`src/rtl/nn_cfg_pkg.sv`:
```
// -----------------------------------------------------------------------------
// nn_cfg_pkg
// Shared configuration for the small feed-forward network and its serial
// weight-load path.
//   - tx_state_t   : state encoding of the weight stream transmitter
//   - N_IN/N_HID/N_OUT : layer sizes (inputs, hidden neurons, output neurons)
//   - W_WIDTH/W_ADDR   : weight word width and weight address width
//   - NUM_WEIGHTS      : total weights in one load (hidden + output layers)
//   - NEURON_BASE / neuron_base() : first weight address of each neuron
// -----------------------------------------------------------------------------
package nn_cfg_pkg;

   typedef enum logic [2:0] {
      IDLE  = 3'd0,
      FETCH = 3'd1,
      WAIT  = 3'd2,
      SHIFT = 3'd3,
      DONE  = 3'd4
   } tx_state_t;

   localparam int N_IN    = 10;
   localparam int N_HID   = 5;
   localparam int N_OUT   = 3;
   localparam int W_WIDTH = 10;
   localparam int W_ADDR  = 7;

   // Hidden neurons carry N_IN weights each, output neurons N_HID each.
   localparam int NUM_WEIGHTS = N_IN * N_HID + N_HID * N_OUT;

   localparam int N_NEURONS = N_HID + N_OUT;

   // Hidden neurons 0..4 start at 0,10,20,30,40; output neurons at 50,55,60.
   localparam logic [W_ADDR-1:0] NEURON_BASE [0:N_NEURONS-1] = '{
      7'd0, 7'd10, 7'd20, 7'd30, 7'd40, 7'd50, 7'd55, 7'd60
   };

   // Arithmetic form of NEURON_BASE; neuron n counts hidden neurons first.
   function automatic logic [W_ADDR-1:0] neuron_base(input int unsigned n);
      int unsigned base;
      if (n < N_HID)
         base = n * N_IN;
      else
         base = N_IN * N_HID + (n - N_HID) * N_HID;
      return W_ADDR'(base);
   endfunction

endpackage

```
`src/rtl/piso_shreg.sv`:
```
// -----------------------------------------------------------------------------
// piso_shreg
// Parallel-in / serial-out shift register, MSB first. A load overrides a shift;
// shifting moves the word left with zero fill so the register drains to zero
// after WIDTH shifts, which keeps the serial tap low between words.
//   clk   in          clock, rising edge
//   rst   in          asynchronous reset, active-high (clears the register)
//   load  in          capture din on the next edge
//   shift in          shift left by one on the next edge (ignored when load=1)
//   din   in  WIDTH   parallel word, passed bit-exact (sign lives in the MSB)
//   msb   out         serial tap, bit WIDTH-1 of the register
// -----------------------------------------------------------------------------
module piso_shreg #(
   parameter int WIDTH = 10
) (
   input  logic             clk,
   input  logic             rst,
   input  logic             load,
   input  logic             shift,
   input  logic [WIDTH-1:0] din,
   output logic             msb
);

   logic [WIDTH-1:0] shreg;

   always_ff @(posedge clk or posedge rst) begin
      if (rst)
         shreg <= '0;
      else if (load)
         shreg <= din;
      else if (shift)
         shreg <= {shreg[WIDTH-2:0], 1'b0};
   end

   assign msb = shreg[WIDTH-1];

endmodule

```
`src/rtl/weight_stream_tx.sv`:
```
// -----------------------------------------------------------------------------
// weight_stream_tx
// Transmit side of the serial weight-load interface. Reads NUM_WEIGHTS words
// from a synchronous ROM in address order and shifts each one out MSB first
// with WE high, tagging every bit with its weight address and bit index.
// Each weight costs WIDTH+2 cycles: one to present the address, one for the
// ROM to return data, then WIDTH shift cycles.
//   Clock   in           system clock, rising edge
//   Rst     in           asynchronous reset, active-high
//   Start   in           load request, looked at only while idle
//   Abort   in           synchronous abort, honoured while a load is running
//   RomAddr out ADDR_W   ROM read address
//   RomData in  WIDTH    ROM read data, valid the cycle after RomAddr
//   Out     out          serial weight bit
//   WE      out          bit valid / RAM write enable
//   WAddr   out ADDR_W   address of the weight currently on Out
//   WBit    out 4        bit position on Out, WIDTH-1 down to 0
//   Busy    out          load in progress
//   Done    out          one-cycle pulse after the last bit of a full load
// -----------------------------------------------------------------------------
module weight_stream_tx
   import nn_cfg_pkg::*;
#(
   parameter int NUM_WEIGHTS = nn_cfg_pkg::NUM_WEIGHTS,
   parameter int WIDTH       = nn_cfg_pkg::W_WIDTH,
   parameter int ADDR_W      = nn_cfg_pkg::W_ADDR
) (
   input  logic              Clock,
   input  logic              Rst,
   input  logic              Start,
   input  logic              Abort,
   output logic [ADDR_W-1:0] RomAddr,
   input  logic [WIDTH-1:0]  RomData,
   output logic              Out,
   output logic              WE,
   output logic [ADDR_W-1:0] WAddr,
   output logic [3:0]        WBit,
   output logic              Busy,
   output logic              Done
);

   // Parameter sanity: the index must be able to reach the last weight, and
   // the bit index has to fit the 4-bit WBit port.
   if (NUM_WEIGHTS < 1 || NUM_WEIGHTS > (1 << ADDR_W)) begin : g_bad_num_weights
      $error("weight_stream_tx: NUM_WEIGHTS must be in 1..2**ADDR_W");
   end
   if (WIDTH < 2 || WIDTH > 16) begin : g_bad_width
      $error("weight_stream_tx: WIDTH must be in 2..16");
   end

   localparam logic [ADDR_W-1:0] LAST_IDX = ADDR_W'(NUM_WEIGHTS - 1);
   localparam logic [3:0]        TOP_BIT  = 4'(WIDTH - 1);

   tx_state_t         state;
   logic [ADDR_W-1:0] index;
   logic [3:0]        bitcnt;

   logic              abort_now;
   logic              last_bit;
   logic              sh_load;
   logic              sh_shift;
   logic [WIDTH-1:0]  sh_din;

   assign abort_now = Abort && (state == FETCH || state == WAIT || state == SHIFT);
   assign last_bit  = (bitcnt == 4'd0);

   // The shift register is the Out flop. An abort loads zero so a half-sent
   // word cannot leak onto Out after WE drops; otherwise the register drains
   // to zero by itself at the end of each word.
   assign sh_load  = abort_now || (state == WAIT);
   assign sh_shift = (state == SHIFT) && !abort_now;
   assign sh_din   = abort_now ? '0 : RomData;

   piso_shreg #(
      .WIDTH (WIDTH)
   ) u_shreg (
      .clk   (Clock),
      .rst   (Rst),
      .load  (sh_load),
      .shift (sh_shift),
      .din   (sh_din),
      .msb   (Out)
   );

   // WBit is the bit counter itself; it rests at 0 outside the shift window
   // because the last shift leaves it at 0 and an abort clears it.
   assign WBit = bitcnt;

   // Control FSM. Outputs are assigned on the edge that enters the state in
   // which they must be visible, so every output is a flop.
   always_ff @(posedge Clock or posedge Rst) begin
      if (Rst) begin
         state   <= IDLE;
         index   <= '0;
         bitcnt  <= '0;
         RomAddr <= '0;
         WAddr   <= '0;
         WE      <= 1'b0;
         Busy    <= 1'b0;
         Done    <= 1'b0;
      end else begin
         Done <= 1'b0;
         if (abort_now) begin
            // Abort beats the end-of-word transition; WAddr keeps its value.
            state   <= IDLE;
            index   <= '0;
            bitcnt  <= '0;
            RomAddr <= '0;
            WE      <= 1'b0;
            Busy    <= 1'b0;
         end else begin
            case (state)
               IDLE: begin
                  if (Start) begin
                     state   <= FETCH;
                     index   <= '0;
                     RomAddr <= '0;
                     Busy    <= 1'b1;
                  end
               end
               FETCH: begin
                  // RomAddr already holds index; the ROM answers next cycle.
                  state <= WAIT;
               end
               WAIT: begin
                  state  <= SHIFT;
                  bitcnt <= TOP_BIT;
                  WAddr  <= index;
                  WE     <= 1'b1;
               end
               SHIFT: begin
                  if (last_bit) begin
                     WE <= 1'b0;
                     if (index == LAST_IDX) begin
                        state <= DONE;
                        Busy  <= 1'b0;
                        Done  <= 1'b1;
                     end else begin
                        state   <= FETCH;
                        index   <= index + 1'b1;
                        RomAddr <= index + 1'b1;
                     end
                  end else begin
                     bitcnt <= bitcnt - 1'b1;
                  end
               end
               DONE: begin
                  state <= IDLE;
               end
               default: begin
                  state <= IDLE;
                  WE    <= 1'b0;
                  Busy  <= 1'b0;
               end
            endcase
         end
      end
   end

endmodule

```
`config.mk`:
```
export PLATFORM = sky130hd
export DESIGN_NAME = weight_stream_tx
export DESIGN_NICKNAME = d
export VERILOG_FILES = /design/src/rtl/nn_cfg_pkg.sv /design/src/rtl/piso_shreg.sv /design/src/rtl/weight_stream_tx.sv
export SDC_FILE = /design/constraint.sdc
export NUM_CORES = 1
export LEC_CHECK = 0
export ABC_AREA = 1
export CORE_MARGIN = 2
export CORE_UTILIZATION = 40
export CTS_CLUSTER_DIAMETER = 120
export DETAILED_ROUTE_END_ITERATION = 8
export PLACE_DENSITY_LB_ADDON = 0.15
export SYNTH_ARGS = -nofsm -noshare
export SYNTH_HDL_FRONTEND = slang
export SYNTH_HIERARCHICAL = 1
export SYNTH_SLANG_ARGS = --single-unit
```
`constraint.sdc`:
```
create_clock -name Clock -period 1.35 [get_ports Clock]
set_clock_uncertainty 0.1 [all_clocks]
set_input_delay 0.405 -clock Clock [delete_from_list [all_inputs] [get_ports Clock]]
set_output_delay 0.405 -clock Clock [all_outputs]
set_load 0.005 [all_outputs]
```
Word-level counts from Yosys, hierarchy flattened:

Index checks and enable logic that the tools add are counted.

* bitwise logic cells: 1
* add/subtract/negate cells: 2
* shift-type cells: 0
* $lt $le $gt $ge: 0
* equal/unequal tests: 12
* muxes and demuxes: 28
* reduce and logical (&&, ||, !) cells: 19
* multipliers: 0
* divide/modulo/power cells: 0

Operators with widths (number)
* 10-bit two-way mux: 3
* 7-bit two-way mux: 4
* 7-bit case mux with 2 select lines: 1
* 3-bit two-way mux: 4
* 3-bit != test (second input constant): 4
* 3-bit case mux with 4 select lines: 1
* 1-bit two-way mux: 10
* 4-bit two-way mux: 2
* 4-bit case mux with 2 select lines: 1
* 2-bit AND reduction: 4
* 4-bit AND reduction: 2
* 7-bit by 1-bit adder with 7-bit output (second input constant): 1
* 7-bit == test (second input constant): 1
* 3-bit by 2-bit == test with 1-bit output (second input constant): 2
* 1-bit case mux with 3 select lines: 2
* 3-bit nonzero test: 2
* 3-bit OR reduction: 2
* 4-bit zero test: 1
* 2-bit by 1-bit != test with 1-bit output (second input constant): 2
* 4-bit by 1-bit subtractor with 4-bit output (second input constant): 1
* 3-bit by 1-bit == test with 1-bit output (second input constant): 1
* 3-bit == test (second input constant): 1
* 3-bit zero test: 1
* 1-bit logical OR: 3
* other kinds (5): 6

* output and inout bits: 22
* memories: 0
* input port bits: 14
* latch bits: 0
* bits in registers: 34
* RAM bits: 0
* word-level logic and storage cells: 70
* memory bits (read-only): 0

Longest topological paths before layout:

Gate-level depths: netlist of run 1.

* word-level depth: 8
* mapped depth: 10
* gate-level depth less buffers: 10

Modules after synthesis:

The synthesis of run 1 kept the hierarchy.

Modules (own cells, without submodules)
* weight_stream_tx: area an instance 1473.9 µm², cells each 204, times used 1, sequential area each 600.6 µm²
* piso_shreg: area an instance 447.9 µm², cells each 54, times used 1, sequential area each 250.2 µm²

Worst setup path after synthesis of run 1:

OpenSTA, ideal clock, no wires.

* kind: reg-to-reg
* from: reg bitcnt[0] (netlist: WBit[0])
* to: reg index[0]
* stages on the path, launching flop included: 10
* required time: 1132 ps
* path slack: -109 ps
* period minus slack after synthesis: 1459 ps
* arrival: 1241 ps
* setup time: 118 ps
* buffers on the path: 0
* cell sequence: dfrtp_1 -> inv_1 -> ha_1 -> nand3_1 -> nand3_4 -> nand2_4 -> inv_2 -> nand2_4 -> nand2_1 -> nand2_1

* word-level cells in the longest chain between the ends: 3

Ends and longest elaborated chain
* from (decl): RTL line weight_stream_tx.sv:56 `logic [3:0] bitcnt;`
* from (signal assigned): RTL line weight_stream_tx.sv:144 `bitcnt <= bitcnt - 1'b1;`
* 4-bit zero test: RTL line weight_stream_tx.sv:65 `assign last_bit = (bitcnt == 4'd0);`
* 3-bit != test (no source line)
* 4-bit AND reduction (no source line)
* to (signal assigned): RTL line weight_stream_tx.sv:140 `index <= index + 1'b1;`
* to (decl): RTL line weight_stream_tx.sv:55 `logic [ADDR_W-1:0] index;`

Every way passes these cells.
A chain may end at the register's enable or synchronous reset.

==> results of run 1 <==
## metrics by stage
stage	worst slack (ns)	instance area, um^2	utilization [%]	TNS, ns	power, mW
floorplan	-0.04551	1954	-	-0.3127	2.870
global placement	-0.4650	2703	57.60	-14.18	3.896
detailed placement	-0.4746	2703	57.60	-14.86	3.931
CTS	-0.1598	3253	69.33	-1.905	5.511
global route	-0.3194	3627	77.31	-7.313	6.879
finish	-0.2525	3627	77.31	-5.431	6.520
## final timing paths
kind | end | cells after the start | slack [ns] | startpoint
setup / recovery | RomAddr[1] | 3 | -0.25 | index[1]
hold / removal | u_shreg/shreg[4] | 3 | 0.31 | Rst
hold reg to reg | WAddr[4] | 2 | 0.39 | WAddr[4]
min in group Clock | WAddr[4] | 2 | 0.39 | WAddr[4]
max in group asynchronous | state[1] | 3 | 0.60 | Rst
setup reg to reg | index[4] | 8 | -0.25 | state[2]
## logic make-up (layout without fill, tap and decap cells)
family,after synthesis,after routing
xor+xnor,3,3
simple gates,156,157
flops,34,34
compound gates,21,21
fa+ha+maj,4,4
buf+inv,40,163
## tightest hold or removal path: stages
cell,delay [ns]
clkdlybuf4s50_1,0.42
inv_1,0.06
buf_4,0.18
## cell type report
| class | count | area (um^2) | area share [%] |
|---|---|---|---|
| inverters | 36 | 160.2 | 4.415 |
| repair inverters | 1 | 8.758 | 0.2415 |
| clock inverters | 2 | 10.01 | 0.2760 |
| well taps | 54 | 67.56 | 1.863 |
| clock buffers | 6 | 72.57 | 2.001 |
| repair buffers | 118 | 1056 | 29.11 |
| multi-input cells | 185 | 1398 | 38.53 |
| flip-flops and latches | 34 | 854.6 | 23.56 |
## placed cells by master (no fill, tap or decap), types with 3 or more instances in the layout
| cell | count |
|---|---|
| buf_4 | 50 |
| nand2_1 | 37 |
| dfrtp_1 | 31 |
| nand2_2 | 30 |
| buf_6 | 26 |
| nor2_1 | 23 |
| inv_1 | 22 |
| buf_2 | 19 |
| nand3_2 | 15 |
| nor2_4 | 13 |
| nand2_4 | 13 |
| clkdlybuf4s50_1 | 12 |
| o21ai_1 | 9 |
| nand3_4 | 8 |
| inv_4 | 8 |
| nand3_1 | 8 |
| inv_2 | 5 |
| o21ai_2 | 5 |
| clkbuf_8 | 5 |
| nor2_2 | 4 |
| ha_4 | 4 |
| buf_12 | 4 |
| xor2_1 | 3 |
| a21oi_2 | 3 |
| nand4_1 | 3 |
| dfrtp_2 | 3 |
| buf_8 | 3 |
## routing by layer
| layer | global-route usage (%) | part of all wire [%] | vias up |
|---|---|---|---|
| met2 | 40.44 | 52 | 87 |
| met3 | 4.390 | 4.8 | 19 |
| met5 | 0 | 0 | - |
| li1 | - | - | 1059 |
| met1 | 29.76 | 41 | 1073 |
| met4 | 7.071 | 2.7 | 0 |
## power by group through the flow
stage	sequential [mW]	clock [mW]	combinational [mW]
2_1_floorplan	1.50	0	1.37
3_3_place_gp	1.52	0	2.38
3_5_place_dp	1.53	0	2.41
4_1_cts	1.53	0.752	3.23
5_1_grt	1.61	0.807	4.46
6_report	1.59	0.749	4.18
## what timing repair did
item	4_1_cts	5_1_grt
pin swaps	42	39
gates resized for setup	177	81
endpoints found under the setup margin	56	38
gates cloned	2	1
setup buffers	26	17
## flip-flops by register name, summed over array words and instances, names as in the netlist
| name | cells |
|---|---|
| index | 7 |
| WAddr | 7 |
| u_shreg/shreg | 10 |
| WE | 1 |
| state | 3 |
| WBit | 4 |
| Busy | 1 |
| Done | 1 |
==> metrics.cfg, run 1 <==
[status]
status=finished with violations
violations=setup timing

[global_routing]
grt_pass1_vias=2063
overflow=0
grt_pass1_wl_mm=9.646
antenna_found_initial=0
grt_usage_pct=23.41
grt_max_degree=25

[clock_network]
cts_made_buffers=5
cts_hold_buf=0
numClockSinks=34
ctsHtreeMaxLevel=2
cts.reportedPaths.clkPinSlew_ns=0.08
worstSkewPairLatency_ns=0.30
cts_tree=built
cts_buffer_depth=2
root_buffer=clkbuf_8

[routing]
drc=0
wirelength_mm=6.989
vias_per_cell=5.133
route.antenna.remaining_nets=0
vias=2238
drt_iter0_markers=122
drtPass1Iterations=4
wl_per_cell_um=16.03

[power]
switchingPower_mw=2.922
seqPwrFrac_pct=24.4
p_per_area_nw_per_um2=1798
p_leak_nw=1.855
swShare_pct=44.81
p_comb_share_pct=64.1
max-vdd-ir-drop_uv=971.0
intPower_mw=3.599
p_clk_share_pct=11.5

[flow_run]
cap_violations=0

[synthesis]
yosysSeqAreaShare_pct=44.27
synth-compound-area-share_pct=5.469
yosysTopAreaCell=dfrtp_1
synth_most_common_cell=nand2_1
yosysWarnings=6
synthCells=258
syn-cell-area_um2=1922
synth_xor_area_share_pct=1.367
synth_edf_count=0
avgSynthCellArea_um2=7.449
async_flop_share_pct=100.0
ys_top_cells_by_area=dfrtp_1 (44%), nand2_1 (14%), nand3_1 (7.6%), nor2_1 (6.4%), inv_1 (6.1%)
synth_simple_gate_area_share_pct=38.22
synthMuxAreaShare_pct=0
synth_top_family_by_area=simple AND/OR/NAND/NOR gates
syn_nets=276
synthFlopType=dfrtp_1
ys_ff_latch=34
synth_top_cell_area_share_pct=44.27
synth_fa_ha_area_share_pct=2.604
synth.distinct_cells=21
ys_top_cells_by_count=nand2_1 (72), dfrtp_1 (34), nor2_1 (33)

[worst_setup_path]
critPathLaunchType=flip-flop
cp-end-kind=output port
worstSetupPathType=flip-flop to output port
cp_slowest_cell=dfrtp_1
path_common_cell=buf_4
arrival_ns=1.10
critPathTopFamily=flip-flops
max_stage_delay_ns=0.42
critPathBufInv=3
worst-path-max-fanout=3
crit_chain=buf_4 > buf_4 > buf_2
cp.required_ns=0.85

[timing]
setup_ws_ns=-0.2525
rsz0062_at_grt=true
min_period_ns=1.602
setup_viol_count_final=37
worstMarginPinSlew_ns=0.3729
relSlewSlack_pct=74.88
fmax_mhz=624.0
post-route-period-util_pct=118.7
holdWs_ns=0.3077
drv_slew=0
hold_violations=0

[floorplan]
die_area_um2=5375
rows=25
die_h_um=73.32
die_w_um=73.32
start_util_pct=40.96
io_pins=36
core-area_um2=4692

[final_layout]
drive_above_1_share_pct=59.42
fillers=303
area_delta_synth_final_pct=88.74
fin_cells=436
antenna_cells=0
finalNetCount=399

[placement]
portBuffers=35
gp_congestion=0.8600
hpwl_mm=3.423
dp_cells=387

[worst_hold_path]
holdCritPathClass=input pin to async pin

Power figures use the tool's default switching activity.
==> run 2, diff against run 1 <==
--- a/config.mk
+++ b/config.mk
@@ -11,6 +11,7 @@
 export CTS_CLUSTER_DIAMETER = 120
 export DETAILED_ROUTE_END_ITERATION = 8
 export PLACE_DENSITY_LB_ADDON = 0.15
+export SLEW_MARGIN = 30
 export SYNTH_ARGS = -nofsm -noshare
 export SYNTH_HDL_FRONTEND = slang
 export SYNTH_HIERARCHICAL = 1
==> results of run 2 <==
Final layout, timing and power as in run 1 (identical DEF).
